--- src/rtl/rp_delay_mc_pkg.sv ---
// -----------------------------------------------------------------------------
// rp_delay_pkg
// Shared definitions for the multi-channel ADC delay line (rp_delay_mc):
//   - trigger source codes used to index the delay table
//   - dly_entry_t, one delay-table entry {keep, dly}
//   - dly_default(), the power-on contents of each table entry
// Optional feature macro used by this slice: RP_DELAY_MC_OVR_EN (see rp_delay_mc).
// -----------------------------------------------------------------------------
package rp_delay_pkg;

    localparam int TRG_W       = 4;           // width of a trigger source code
    localparam int N_SRC       = 1 << TRG_W;  // number of delay-table entries
    localparam int DLY_FIELD_W = 8;           // storage width of dly in dly_entry_t

    typedef enum logic [TRG_W-1:0] {
        TRG_MANUAL  = 4'd0,
        TRG_NOW     = 4'd1,
        TRG_CHA_PE  = 4'd2,
        TRG_CHA_NE  = 4'd3,
        TRG_CHB_PE  = 4'd4,
        TRG_CHB_NE  = 4'd5,
        TRG_EXT_PE  = 4'd6,
        TRG_EXT_NE  = 4'd7,
        TRG_ASG_PE  = 4'd8,
        TRG_ASG_NE  = 4'd9,
        TRG_CHC_PE  = 4'd10,
        TRG_CHC_NE  = 4'd11,
        TRG_CHD_PE  = 4'd12,
        TRG_CHD_NE  = 4'd13,
        TRG_RSVD_14 = 4'd14,
        TRG_RSVD_15 = 4'd15
    } trg_src_e;

    // keep=1 means "selecting this source leaves the applied delay alone".
    typedef struct packed {
        logic                   keep;
        logic [DLY_FIELD_W-1:0] dly;
    } dly_entry_t;

    // Level-style channel sources get one tap, external/ASG sources two taps,
    // manual/now/reserved sources keep whatever delay is already applied.
    function automatic dly_entry_t dly_default(input logic [TRG_W-1:0] src);
        dly_entry_t e;
        e.keep = 1'b1;
        e.dly  = '0;
        case (src)
            TRG_CHA_PE, TRG_CHA_NE, TRG_CHB_PE, TRG_CHB_NE,
            TRG_CHC_PE, TRG_CHC_NE, TRG_CHD_PE, TRG_CHD_NE: begin
                e.keep = 1'b0;
                e.dly  = 8'd1;
            end
            TRG_EXT_PE, TRG_EXT_NE, TRG_ASG_PE, TRG_ASG_NE: begin
                e.keep = 1'b0;
                e.dly  = 8'd2;
            end
            default: ;
        endcase
        return e;
    endfunction

endpackage

--- src/rtl/rp_delay_mc_if.sv ---
// -----------------------------------------------------------------------------
// rp_delay_mc_if
// Signal bundle of the ADC delay line. The "slave" modport is the delay block,
// the "master" modport is whoever feeds samples / configuration and consumes
// the delayed stream.
//   dly_dat_i/dly_val_i        : input samples (channel k at [k*DW +: DW]) + valid
//   set_trg_src_i/set_trg_new_i: trigger source code and its one-cycle strobe
//   cfg_we_i/cfg_src_i/cfg_dly_i/cfg_keep_i : delay-table write port
//   dly_dat_o/dly_val_o        : delayed samples and valid (registered)
//   dly_valp_o                 : delayed valid one cycle early (combinational)
//   cur_dly_o                  : delay currently applied
//   ovr_en_i/ovr_dly_i         : delay override, only with RP_DELAY_MC_OVR_EN
// -----------------------------------------------------------------------------
interface rp_delay_mc_if
    import rp_delay_pkg::*;
#(
    parameter int DW   = 14,
    parameter int CH   = 2,
    parameter int DLYW = 3
) ();

    logic [CH*DW-1:0] dly_dat_i;
    logic             dly_val_i;
    logic [TRG_W-1:0] set_trg_src_i;
    logic             set_trg_new_i;
    logic             cfg_we_i;
    logic [TRG_W-1:0] cfg_src_i;
    logic [DLYW-1:0]  cfg_dly_i;
    logic             cfg_keep_i;
    logic [CH*DW-1:0] dly_dat_o;
    logic             dly_val_o;
    logic             dly_valp_o;
    logic [DLYW-1:0]  cur_dly_o;
`ifdef RP_DELAY_MC_OVR_EN
    logic             ovr_en_i;
    logic [DLYW-1:0]  ovr_dly_i;
`endif

    modport master (
`ifdef RP_DELAY_MC_OVR_EN
        output ovr_en_i,
        output ovr_dly_i,
`endif
        output dly_dat_i,
        output dly_val_i,
        output set_trg_src_i,
        output set_trg_new_i,
        output cfg_we_i,
        output cfg_src_i,
        output cfg_dly_i,
        output cfg_keep_i,
        input  dly_dat_o,
        input  dly_val_o,
        input  dly_valp_o,
        input  cur_dly_o
    );

    modport slave (
`ifdef RP_DELAY_MC_OVR_EN
        input  ovr_en_i,
        input  ovr_dly_i,
`endif
        input  dly_dat_i,
        input  dly_val_i,
        input  set_trg_src_i,
        input  set_trg_new_i,
        input  cfg_we_i,
        input  cfg_src_i,
        input  cfg_dly_i,
        input  cfg_keep_i,
        output dly_dat_o,
        output dly_val_o,
        output dly_valp_o,
        output cur_dly_o
    );

endinterface

--- src/rtl/rp_delay_mc_tap.sv ---
// -----------------------------------------------------------------------------
// rp_delay_tap
// One lane of the delay line: a DEPTH-deep shift register that advances every
// clock, a tap mux selected by sel, and a registered copy of the mux output.
//   adc_clk_i, adc_rstn_i : clock, asynchronous active-low reset
//   din                   : lane input, captured into tap 0 every cycle
//   sel                   : tap index (0 = most recent sample)
//   pass                  : gates the mux; low forces both outputs to 0
//   dout_comb             : gated mux output, same cycle
//   dout_reg              : dout_comb delayed by one register
// -----------------------------------------------------------------------------
module rp_delay_tap #(
    parameter int W     = 14,
    parameter int DEPTH = 8,
    parameter int DLYW  = $clog2(DEPTH)
) (
    input  logic            adc_clk_i,
    input  logic            adc_rstn_i,
    input  logic [W-1:0]    din,
    input  logic [DLYW-1:0] sel,
    input  logic            pass,
    output logic [W-1:0]    dout_comb,
    output logic [W-1:0]    dout_reg
);

    logic [W-1:0] tap_reg [DEPTH];

    // Shifting is unconditional: the delay is measured in clocks, not samples.
    always_ff @(posedge adc_clk_i or negedge adc_rstn_i) begin
        if (!adc_rstn_i) begin
            for (int i = 0; i < DEPTH; i++) begin
                tap_reg[i] <= '0;
            end
            dout_reg <= '0;
        end else begin
            tap_reg[0] <= din;
            for (int i = 1; i < DEPTH; i++) begin
                tap_reg[i] <= tap_reg[i-1];
            end
            dout_reg <= dout_comb;
        end
    end

    // DEPTH is a power of two, so every sel value addresses a real tap.
    assign dout_comb = pass ? tap_reg[sel] : '0;

endmodule

--- src/rtl/rp_delay_mc.sv ---
// -----------------------------------------------------------------------------
// rp_delay_mc
// Multi-channel ADC delay line that aligns CH channels to the trigger instant.
// A 16-entry table maps the last trigger source to a delay (or to "keep the
// current delay"); any change of the applied delay masks the output valid for
// new_delay+1 cycles while the taps refill.
//   adc_clk_i  : ADC clock (only clock of the block)
//   adc_rstn_i : asynchronous active-low reset; also restores table defaults
//   bus        : rp_delay_mc_if.slave, see the interface for the signal list
// Optional feature: define RP_DELAY_MC_OVR_EN to add ovr_en_i/ovr_dly_i, which
// force the applied delay while ovr_en_i is high.
// -----------------------------------------------------------------------------
module rp_delay_mc
    import rp_delay_pkg::*;
#(
    parameter int DW    = 14,
    parameter int CH    = 2,
    parameter int DEPTH = 8,
    parameter int DLYW  = $clog2(DEPTH)
) (
    input  logic          adc_clk_i,
    input  logic          adc_rstn_i,
    rp_delay_mc_if.slave  bus
);

    // The default-table field is DLY_FIELD_W bits wide, hence the upper bound.
    if (DEPTH < 2 || (DEPTH & (DEPTH - 1)) != 0 || DEPTH > (1 << DLY_FIELD_W)
        || DLYW != $clog2(DEPTH)) begin : g_bad_cfg
        $error("rp_delay_mc: DEPTH must be a power of two >= 2 and DLYW must stay derived");
    end

    logic [TRG_W-1:0] last_src_reg;
    logic [DLYW-1:0]  cur_dly_reg;
    logic [DLYW-1:0]  cur_dly_next;
    logic [DLYW:0]    hold_reg;      // needs DLYW+1 bits: holds up to DEPTH
    logic [DLYW:0]    hold_next;
    logic             hold_zero;

    logic [DLYW-1:0]  tbl_dly  [N_SRC];
    logic             tbl_keep [N_SRC];

    // ---------------------------------------------------------------- table
    // One register pair per entry so each entry can reset to its own default.
    for (genvar gi = 0; gi < N_SRC; gi++) begin : g_tbl
        localparam dly_entry_t DEF = dly_default(TRG_W'(gi));

        logic [DLYW-1:0] dly_reg;
        logic            keep_reg;

        always_ff @(posedge adc_clk_i or negedge adc_rstn_i) begin
            if (!adc_rstn_i) begin
                dly_reg  <= DLYW'(DEF.dly);
                keep_reg <= DEF.keep;
            end else if (bus.cfg_we_i && (bus.cfg_src_i == TRG_W'(gi))) begin
                dly_reg  <= bus.cfg_dly_i;
                keep_reg <= bus.cfg_keep_i;
            end
        end

        assign tbl_dly[gi]  = dly_reg;
        assign tbl_keep[gi] = keep_reg;
    end

    // ------------------------------------------------- delay select + hold
    always_comb begin
        cur_dly_next = cur_dly_reg;
        hold_next    = hold_reg;

`ifdef RP_DELAY_MC_OVR_EN
        if (bus.ovr_en_i) begin
            cur_dly_next = bus.ovr_dly_i;
        end else if (!tbl_keep[last_src_reg]) begin
            cur_dly_next = tbl_dly[last_src_reg];
        end
`else
        if (!tbl_keep[last_src_reg]) begin
            cur_dly_next = tbl_dly[last_src_reg];
        end
`endif

        // Taps beyond the old delay may hold samples that never made it
        // through the new alignment, so wait until new_dly+1 fresh ones passed.
        if (cur_dly_next != cur_dly_reg) begin
            hold_next = {1'b0, cur_dly_next} + (DLYW+1)'(1);
        end else if (hold_reg != '0) begin
            hold_next = hold_reg - (DLYW+1)'(1);
        end
    end

    always_ff @(posedge adc_clk_i or negedge adc_rstn_i) begin
        if (!adc_rstn_i) begin
            last_src_reg <= '0;
            cur_dly_reg  <= '0;
            hold_reg     <= '0;
        end else begin
            if (bus.set_trg_new_i) begin
                last_src_reg <= bus.set_trg_src_i;
            end
            cur_dly_reg <= cur_dly_next;
            hold_reg    <= hold_next;
        end
    end

    assign hold_zero = (hold_reg == '0);

    // ------------------------------------------------------------ datapath
    logic [CH*DW-1:0] dat_q;
    logic [CH*DW-1:0] dat_comb_unused;   // data lanes only use the registered tap
    logic             val_p;
    logic             val_q;

    for (genvar gi = 0; gi < CH; gi++) begin : g_ch
        rp_delay_tap #(
            .W     (DW),
            .DEPTH (DEPTH),
            .DLYW  (DLYW)
        ) u_tap (
            .adc_clk_i  (adc_clk_i),
            .adc_rstn_i (adc_rstn_i),
            .din        (bus.dly_dat_i[gi*DW +: DW]),
            .sel        (cur_dly_reg),
            .pass       (1'b1),
            .dout_comb  (dat_comb_unused[gi*DW +: DW]),
            .dout_reg   (dat_q[gi*DW +: DW])
        );
    end

    // Valid lane: the hold-off mask is applied before the register so that
    // dly_valp_o is exactly dly_val_o one cycle early.
    rp_delay_tap #(
        .W     (1),
        .DEPTH (DEPTH),
        .DLYW  (DLYW)
    ) u_val_tap (
        .adc_clk_i  (adc_clk_i),
        .adc_rstn_i (adc_rstn_i),
        .din        (bus.dly_val_i),
        .sel        (cur_dly_reg),
        .pass       (hold_zero),
        .dout_comb  (val_p),
        .dout_reg   (val_q)
    );

    assign bus.dly_dat_o  = dat_q;
    assign bus.dly_val_o  = val_q;
    assign bus.dly_valp_o = val_p;
    assign bus.cur_dly_o  = cur_dly_reg;

endmodule

--- src/flat_wrapper.sv ---
// flat-port wrapper written by rule: the top's interface ports become plain ports
module rp_delay_mc_flat import rp_delay_pkg::*;
#(
    parameter int DW    = 14,
    parameter int CH    = 2,
    parameter int DEPTH = 8,
    parameter int DLYW  = $clog2(DEPTH)
)
  (adc_clk_i, adc_rstn_i, bus_dly_dat_i, bus_dly_val_i, bus_set_trg_src_i, bus_set_trg_new_i, bus_cfg_we_i, bus_cfg_src_i, bus_cfg_dly_i, bus_cfg_keep_i, bus_dly_dat_o, bus_dly_val_o, bus_dly_valp_o, bus_cur_dly_o);
  rp_delay_mc_if #(.DW(DW), .CH(CH), .DLYW(DLYW)) bus_i ();
  input  logic adc_clk_i;
  input  logic adc_rstn_i;
  input wire logic [$bits(bus_i.dly_dat_i)-1:0] bus_dly_dat_i;
  input wire logic [$bits(bus_i.dly_val_i)-1:0] bus_dly_val_i;
  input wire logic [$bits(bus_i.set_trg_src_i)-1:0] bus_set_trg_src_i;
  input wire logic [$bits(bus_i.set_trg_new_i)-1:0] bus_set_trg_new_i;
  input wire logic [$bits(bus_i.cfg_we_i)-1:0] bus_cfg_we_i;
  input wire logic [$bits(bus_i.cfg_src_i)-1:0] bus_cfg_src_i;
  input wire logic [$bits(bus_i.cfg_dly_i)-1:0] bus_cfg_dly_i;
  input wire logic [$bits(bus_i.cfg_keep_i)-1:0] bus_cfg_keep_i;
  output wire logic [$bits(bus_i.dly_dat_o)-1:0] bus_dly_dat_o;
  output wire logic [$bits(bus_i.dly_val_o)-1:0] bus_dly_val_o;
  output wire logic [$bits(bus_i.dly_valp_o)-1:0] bus_dly_valp_o;
  output wire logic [$bits(bus_i.cur_dly_o)-1:0] bus_cur_dly_o;
  assign bus_i.dly_dat_i = bus_dly_dat_i;
  assign bus_i.dly_val_i = bus_dly_val_i;
  assign bus_i.set_trg_src_i = bus_set_trg_src_i;
  assign bus_i.set_trg_new_i = bus_set_trg_new_i;
  assign bus_i.cfg_we_i = bus_cfg_we_i;
  assign bus_i.cfg_src_i = bus_cfg_src_i;
  assign bus_i.cfg_dly_i = bus_cfg_dly_i;
  assign bus_i.cfg_keep_i = bus_cfg_keep_i;
  assign bus_dly_dat_o = bus_i.dly_dat_o;
  assign bus_dly_val_o = bus_i.dly_val_o;
  assign bus_dly_valp_o = bus_i.dly_valp_o;
  assign bus_cur_dly_o = bus_i.cur_dly_o;
  rp_delay_mc #(.DW(DW), .CH(CH), .DEPTH(DEPTH), .DLYW(DLYW)) u_core (.adc_clk_i(adc_clk_i), .adc_rstn_i(adc_rstn_i), .bus(bus_i));
endmodule
--- config.mk ---
export PLATFORM = sky130hd
export DESIGN_NAME = rp_delay_mc_flat
export DESIGN_NICKNAME = d
export VERILOG_FILES = /design/src/rtl/rp_delay_mc_pkg.sv /design/src/rtl/rp_delay_mc_if.sv /design/src/rtl/rp_delay_mc_tap.sv /design/src/rtl/rp_delay_mc.sv /design/src/flat_wrapper.sv
export SDC_FILE = /design/constraint.sdc
export NUM_CORES = 1
export LEC_CHECK = 0
export ABC_AREA = 0
export ABC_CLOCK_PERIOD_IN_PS = 3800
export CAP_MARGIN = 5
export CORE_ASPECT_RATIO = 1.2
export CORE_MARGIN = 2
export CORE_UTILIZATION = 35
export CTS_BUF_LIST = sky130_fd_sc_hd__clkbuf_8
export CTS_CLUSTER_DIAMETER = 60
export CTS_CLUSTER_SIZE = 40
export DETAILED_ROUTE_END_ITERATION = 6
export GPL_TIMING_DRIVEN = 0
export HOLD_SLACK_MARGIN = 0.1
export PLACE_DENSITY = 0.52
export SYNTH_ARGS = -nofsm -noshare
export SYNTH_HDL_FRONTEND = slang
export SYNTH_SLANG_ARGS = --single-unit
export TNS_END_PERCENT = 50
--- constraint.sdc ---
create_clock -name adc_clk_i -period 3.8 [get_ports adc_clk_i]
set_input_delay 0.76 -clock adc_clk_i [delete_from_list [all_inputs] [get_ports adc_clk_i]]
set_output_delay 0.76 -clock adc_clk_i [all_outputs]
set_load 0.005 [all_outputs]
==> results by group, run 1 <==
Power and ir drop
  • Net Switching: 2690 µW
  • Internal Dissipation: 6420 µW
  • Switching part of the total power: 29.5%
  • Pwr/cell area: 652 nW/µm²
  • Sequential power share: 47.3%
  • Combinational share of power: 28.8%
  • Leak pwr: 0.00577 µW
  • Maximum VDD drop: 0.326 mV
  • Clock group share of total power: 23.8%

Logic synthesis
  • Post-synthesis register bit count: 336
  • Sequential area share after synthesis: 70.7%
  • Synthesized instance count: 613
  • Synth Net Count: 661
  • Number of flops mapped to enable cells by yosys: 0
  • Top-count cell post-synth: dfrtp_1
  • Post-synthesis cell type count: 35
  • Most common library cells after synthesis: dfrtp_1 (320), mux2_2 (99), mux4_2 (69)
  • Proportion of netlist area held by the largest area contributor: 67.1%
  • Proportion of synthesized flip-flops having asynchronous set or reset: 100%
  • Main synth FF type: dfrtp_1
  • Library cell occupying the most area in the post-synthesis netlist: dfrtp_1
  • Cell types occupying the most area after synthesis: dfrtp_1 (67%), mux4_2 (13%), mux2_2 (9.3%)
  • Number of warnings reported in the yosys synthesis log: 0
  • Syn avg cell area: 19.5 µm²
  • Cell area after technology mapping: 11900 µm²

CTS
  • Clock latency at the later pin of the worst-skew pair: 0.59 ns
  • Worst-case clock buffer depth: 3
  • Inserted Clock Buffers: 25
  • CTS H-Tree Depth: 1
  • Clock transition at the registers of the reported paths: 0.14 ns
  • Clock net sink count: 336
  • Root buffer cell: clkbuf_8
  • CTS tree: built

STA
  • Setup clock skew after layout: 0.0295 ns
  • Final-report max-slew violation count: 0
  • Number of hold violations in the final report: 0
  • Maximum clock rate: 280 MHz
  • RSZ-0062 raised after global routing: false
  • Final critical delay including setup and external delays: 3.57 ns
  • Relative slew slack: 27.3%
  • Worst path setup slack after routing: 0.233 ns
  • Crit share post-route: 93.9%
  • Final-report setup violation count: 0
  • Transition time at the pin with the least slew margin: 1.09 ns
  • Hold slack: 0.365 ns

Global routing
  • Initial antenna violation count: 0
  • Wire length of the first global-routing pass: 38.6 mm
  • Number of global-route vias before repair: 6628
  • Total GRT Usage: 13.9%
  • Total overflow reported by the global router: 0
  • Largest net degree at the start of global routing: 120

Drt
  • Number of detailed-routing iterations run before antenna repair: 4
  • DR vias/cell: 4.77
  • Routed wirelength normalized by instance count: 19.8 µm
  • Number of vias after detailed routing: 5696
  • Number of DRC markers after the initial detailed-route iteration: 347
  • Remaining antenna violation count: 0
  • Post-Route WL: 23.7 mm
  • Final routed DRC violation total: 0

Setup path
  • FF-to-FF path depth: 9
  • Data arrival time at the worst-slack endpoint: 2.81 ns
  • Stages on worst setup path: 6
  • Category of the worst setup path launch point: flop
  • Slowest cell on the critical path: clkdlybuf4s50_1
  • Crit path max fanout: 10
  • Buf/Inv on CP: 3
  • Type of the setup path with the least slack: flop to primary output
  • Reg-to-reg startpoint: u_core.last_src_reg[2]$_DFFE_PN0P_
  • Setup crit end: bus_dly_valp_o
  • CP peak stage delay: 0.57 ns
  • Worst reg2reg endpoint: u_core.hold_reg[2]$_DFFE_PN0P_
  • Required time at the worst-slack endpoint: 3.04 ns
  • Cell chain of the critical path: clkbuf_1 -> buf_2 -> mux4_2 -> mux2i_1 -> nor2b_1 -> clkdlybuf4s50_1
  • Setup slack of the worst register-to-register path: 0.84 ns
  • Critical path endpoint category: primary output
  • Launching instance or port of the critical path: u_core.bus.cur_dly_o[1]$_DFF_PN0_
  • Crit path max-delay family: buffers and inverters

Cells and area
  • Synth-to-Final Area Change: 17.1%
  • Number of antenna diodes: 0
  • Proportion of layout cells with a drive suffix above 1: 33.3%
  • Final net count: 768
  • Number of flip-flops in the largest register: 224

Die
  • Chip width: 173 µm
  • Initial core utilization: 35.3%
  • Floorplan die height: 206 µm
  • Number of cell rows: 74
  • Area of the core: 33800 µm²
  • Number of top-level design ports: 78
  • Die Outline Area: 35600 µm²

Flow run
  • Number of max-capacitance violations reported: 0

Outcome
  • Status: finished, final reports clean

Place
  • Pre-CTS setup slack: 0.498 ns
  • Port Buffers: 76
  • RePlAce Congestion: 0.761
  • Hpwl dp: 15.5 mm

Min path
  • Path class of the lowest-slack min-delay path: flop to flop
-- power by group through the flow --
stage / clock network (µW) / logic [µW] / registers (µW)
final: 2170 / 2630 / 4310
after global routing: 2420 / 2860 / 4380
after CTS: 2280 / 2710 / 4320
after detailed placement: 0 / 2690 / 4390
after global placement: 0 / 2640 / 4370
after floorplan: 0 / 1700 / 4330
-- placed cells by master, fill, tap and decap left out, types with 5 or more instances in the layout --
cell	n
mux4_1	6
mux2_2	99
clkbuf_8	27
mux4_2	69
clkbuf_1	17
inv_8	5
dfrtp_1	320
mux2i_1	10
nand2_1	6
dfstp_2	16
clkdlybuf4s50_1	75
nor2_1	12
-- metrics by stage --
step | area, µm² | setup TNS (ns) | cells | util (%) | power [µW]
after floorplan | 11900 | 0 | 613 | - | 6030
after global placement | 13300 | -3722.75 | 1145 | 39.2 | 7010
after detailed placement | 13300 | 0 | 1148 | 39.5 | 7080
after CTS | 14000 | 0 | 1194 | 41.3 | 9310
after global routing | 14000 | 0 | 1194 | 41.3 | 9650
final | 14000 | 0 | 1194 | 41.3 | 9110
-- final cells by class --
cell class | count | area (µm²)
Clock buffer | 26 | 358
Fill cell | 3011 | 19800
Tap cell | 456 | 571
Sequential cell | 336 | 8430
Clock inverter | 19 | 249
Timing Repair Buffer | 80 | 858
Multi-Input combinational cell | 246 | 3340
Inverter | 3 | 11.3
Buffer | 28 | 149
-- logic make-up (layout without fill, tap and decap cells) --
| group | after synthesis | in the layout | share of synthesized area [%] |
|---|---|---|---|
| buffers and inverters | 31 | 156 | 1.32 |
| AND/OR/NAND/NOR | 40 | 40 | 1.85 |
| AO/OA/AOI/OAI | 8 | 8 | 0.378 |
| multiplexers | 187 | 187 | 24.8 |
| flip-flops | 336 | 336 | 70.7 |
| adder cells (fa/ha/maj) | 3 | 3 | 0.315 |
| XOR/XNOR | 8 | 8 | 0.650 |
-- worst min path at each step --
stage	startpoint	end	slack, ns	cells past startpoint
6_report	u_core.u_val_tap.tap_reg[5]$_DFF_PN0_	u_core.u_val_tap.tap_reg[4]$_DFF_PN0_	0.37	0
3_5_place_dp	u_core.g_ch[1].u_tap.tap_reg[39]$_DFF_PN0_	u_core.g_ch[1].u_tap.tap_reg[25]$_DFF_PN0_	0.36	0
3_3_place_gp	u_core.u_val_tap.tap_reg[4]$_DFF_PN0_	u_core.u_val_tap.tap_reg[3]$_DFF_PN0_	0.35	0
2_1_floorplan	u_core.g_ch[0].u_tap.tap_reg[14]$_DFF_PN0_	u_core.g_ch[0].u_tap.tap_reg[0]$_DFF_PN0_	0.35	0
4_1_cts	u_core.u_val_tap.tap_reg[5]$_DFF_PN0_	u_core.u_val_tap.tap_reg[4]$_DFF_PN0_	0.36	0
5_1_grt	u_core.u_val_tap.tap_reg[5]$_DFF_PN0_	u_core.u_val_tap.tap_reg[4]$_DFF_PN0_	0.38	0
-- per-layer routing --
metal	global-route usage (%)	vias to the layer above	share of wire, %
met5	0	-	0
met2	23.8	103	51
met4	4.43	0	2.4
met1	18.5	3099	44
met3	2.15	40	3.4
li1	-	2454	-
-- repair_timing --
item / in CTS / in global routing
endpoints found under the hold margin: 52 / 0
gates resized for setup: 2 / 1
setup endpoints to repair: 1 / 1
hold buffers: 1 / 0
buffers inserted: 0 / 0
(Power assumes the default switching activity.)
==> inputs of run 2 (changes only) <==
--- a/config.mk
+++ b/config.mk
@@ -18,6 +18,7 @@
 export GPL_TIMING_DRIVEN = 0
 export HOLD_SLACK_MARGIN = 0.1
 export PLACE_DENSITY = 0.52
+export REMOVE_ABC_BUFFERS = 1
 export SYNTH_ARGS = -nofsm -noshare
 export SYNTH_HDL_FRONTEND = slang
 export SYNTH_SLANG_ARGS = --single-unit
==> run 2 against run 1 <==
Global-route usage decreased by 1.3 points. Critical path depth decreased by 1. Sequential share of layout area about the same. Clock skew decreased by 0.011 ns. Die area unchanged.
==> results by group, run 2 (synthesized netlist as in run 1, its figures left out) <==
Outcome
  • Status: finished, final reports clean

Cells and area
  • Number of antenna diodes: 0 (unchanged)
  • Leading cell type in the layout, fill and taps excluded: dfrtp_1
  • Final cell utilization of the core: 41.4% (+0.074 points)
  • Final design instance area without fill: 14000 µm² (+0.18%)
  • Proportion of layout cells with a drive suffix above 1: 34.9% (+1.5 points)
  • Final net count: 747 (-2.7%)
  • Fin cells: 1176 (-1.5%)
  • Top library cells by usage in the layout, fill and taps aside: dfrtp_1 (317), mux2_2 (99), clkdlybuf4s50_1 (76), mux4_2 (69), clkbuf_8 (29)
  • Number of flip-flops in the largest register: 224 (unchanged)
  • Synth-to-Final Area Change: 17.3%

Setup path
  • Crit path max-delay family: simple AND/OR/NAND/NOR gates
  • Type of the setup path with the least slack: flop to primary output
  • Category of the worst setup path launch point: flop
  • Buf/Inv on CP: 2 (-1)
  • Data arrival time at the worst-slack endpoint: 2.62 ns (-0.19 ns)
  • CP peak stage delay: 0.56 ns (about the same)
  • Required time at the worst-slack endpoint: 3.04 ns (about the same)
  • Cell chain of the critical path: inv_1 -> ha_1 -> nor3b_1 -> nor2b_1 -> clkdlybuf4s50_1
  • Slowest cell on the critical path: clkdlybuf4s50_1
  • Critical path endpoint category: primary output
  • Crit path max fanout: 5 (-5)

Drt
  • Remaining antenna violation count: 0 (unchanged)
  • Routed wirelength normalized by instance count: 18.4 µm (-7.4%)
  • Number of detailed-routing iterations run before antenna repair: 4 (unchanged)
  • DR vias/cell: 4.72 (-1.0%)
  • Number of DRC markers after the initial detailed-route iteration: 236 (-32%)
  • Final routed DRC violation total: 0 (unchanged)
  • Number of vias after detailed routing: 5552 (-2.5%)
  • Post-Route WL: 21.6 mm (-8.8%)

Global routing
  • Initial antenna violation count: 0 (unchanged)
  • Total overflow reported by the global router: 0 (unchanged)
  • Wire length of the first global-routing pass: 36.1 mm (-6.5%)
  • Met2 Resource Use GR: 21.5% (-2.3 points)
  • Number of global-route vias before repair: 6517 (-1.7%)
  • Global routing's busiest layer: met2
  • Largest net degree at the start of global routing: 138 (+15%)
  • Met3 track demand over resource: 1.89% (-0.26 points)
  • Total GRT Usage: 12.6% (-1.3 points)
  • Global routing usage on met1: 16.9% (-1.5 points)

Die
  • Initial core utilization: 35.3% (unchanged)
  • Floorplan die height: 206 µm (unchanged)
  • Number of cell rows: 74 (unchanged)
  • Die Outline Area: 35600 µm² (unchanged)
  • Chip width: 173 µm (unchanged)
  • Area of the core: 33800 µm² (unchanged)
  • Number of top-level design ports: 78 (unchanged)

CTS
  • Clock latency at the later pin of the worst-skew pair: 0.58 ns (about the same)
  • CTS tree: built
  • Post-CTS setup repair buffer count: 0 (unchanged)
  • Post-cts repair resize count: 0 (-2)
  • Clock transition at the registers of the reported paths: 0.12 ns (-0.02 ns)
  • Hold buffer count at CTS: 0 (-1)
  • Root buffer cell: clkbuf_8
  • Worst-case clock buffer depth: 3 (unchanged)
  • Inserted Clock Buffers: 29 (+16%)
  • CTS H-Tree Depth: 1 (unchanged)
  • Clock net sink count: 336 (unchanged)

Flow run
  • Number of max-capacitance violations reported: 0 (unchanged)

Place
  • Pre-CTS setup slack: 0.433 ns (-0.0646 ns)
  • Hpwl dp: 13.3 mm (-14%)
  • RePlAce Congestion: 0.728 (-4.3%)
  • Placed insts: 1123 (-2.2%)
  • Port Buffers: 77 (+1.3%)
  • Cell area after placement: 13300 µm² (-0.60%)

STA
  • Transition time at the pin with the least slew margin: 0.844 ns (-0.246 ns)
  • Maximum clock rate: 296 MHz (+5.6%)
  • Final-report max-slew violation count: 0 (unchanged)
  • Crit share post-route: 88.9% (-5.0 points)
  • Relative slew slack: 43.7% (+16 points)
  • Final-report setup violation count: 0 (unchanged)
  • Number of hold violations in the final report: 0 (unchanged)
  • Worst path setup slack after routing: 0.421 ns (+0.188 ns)
  • Final critical delay including setup and external delays: 3.38 ns (-0.188 ns)
  • Setup clock skew after layout: 0.0190 ns (-0.0105 ns)
  • RSZ-0062 raised after global routing: false

Power and ir drop
  • Leak pwr: 0.00577 µW (+0.11%)
  • Total power: 9240 µW (+1.4%)
  • Pwr/cell area: 660 nW/µm² (+1.2%)
  • Maximum VDD drop: 0.431 mV (+32%)

Min path
  • Path class of the lowest-slack min-delay path: input port to async pin
[run 2: changes by cell type in the layout (fill, tap and decap cells not counted), sizes merged]
cell,delta
buf,-6
clkinv,-1
inv,+5
clkbuf,-16
clkdlybuf4s50,+1
dlygate4sd3,-1
[run 2: layer usage]
metal  wire length, µm  up-vias
li1                  -     2412
met1              9640     3017
met2             10800       90
met3               729       33
met4               476        0
met5                 0        -
[run 2: metrics by stage]
stage | hold WS, ns | setup TNS (ns)
after floorplan | 0.349 | -0.284
after global placement | 0.353 | -3666.71
after detailed placement | 0.356 | 0
after CTS | 0.213 | 0
after global routing | 0.239 | 0
final | 0.215 | 0
[run 2: worst register-to-register path, cell delays in order, from the launching register on]
cell and delay [ns]:
dfrtp_1 0.89, mux4_2 0.60, mux2i_1 0.41, mux2i_1 0.29
mux2_2 0.36, ha_1 0.21, xor2_1 0.16, mux2_1 0.31
[run 2: worst paths after layout]
kind | startpoint | to | slack, ns | cells past startpoint
min in group adc_clk_i | u_core.g_ch[1].u_tap.tap_reg[67]$_DFF_PN0_ | u_core.g_ch[1].u_tap.tap_reg[53]$_DFF_PN0_ | 0.37 | 0
hold / removal | adc_rstn_i | u_core.g_ch[1].u_tap.tap_reg[63]$_DFF_PN0_ | 0.21 | 1
setup reg to reg | u_core.last_src_reg[1]$_DFFE_PN0P_ | u_core.hold_reg[2]$_DFFE_PN0P_ | 0.46 | 7
max in group asynchronous | adc_rstn_i | u_core.g_ch[1].u_tap.dout_reg[1]$_DFF_PN0_ | 2.49 | 2
hold reg to reg | u_core.g_ch[1].u_tap.tap_reg[67]$_DFF_PN0_ | u_core.g_ch[1].u_tap.tap_reg[53]$_DFF_PN0_ | 0.37 | 0
setup / recovery | u_core.hold_reg[0]$_DFFE_PN0P_ | bus_dly_valp_o | 0.42 | 5
[run 2: final cells by class]
| cell class | instances | area, µm² |
|---|---|---|
| timing repair buffer | 83 | 926 |
| inverter | 3 | 11.3 |
| clock inverter | 23 | 305 |
| tap | 456 | 571 |
| multi-input combinational | 246 | 3340 |
| fill | 3005 | 19800 |
| clock buffer | 29 | 399 |
| sequential | 336 | 8440 |
[run 2: power by group]
group	switching [µW]	leakage [µW]	total, µW	internal (µW)
Sequential	349	0.00393	4440	4090
Combinational	908	0.00149	2440	1530
Clock	1420	0.000355	2360	937
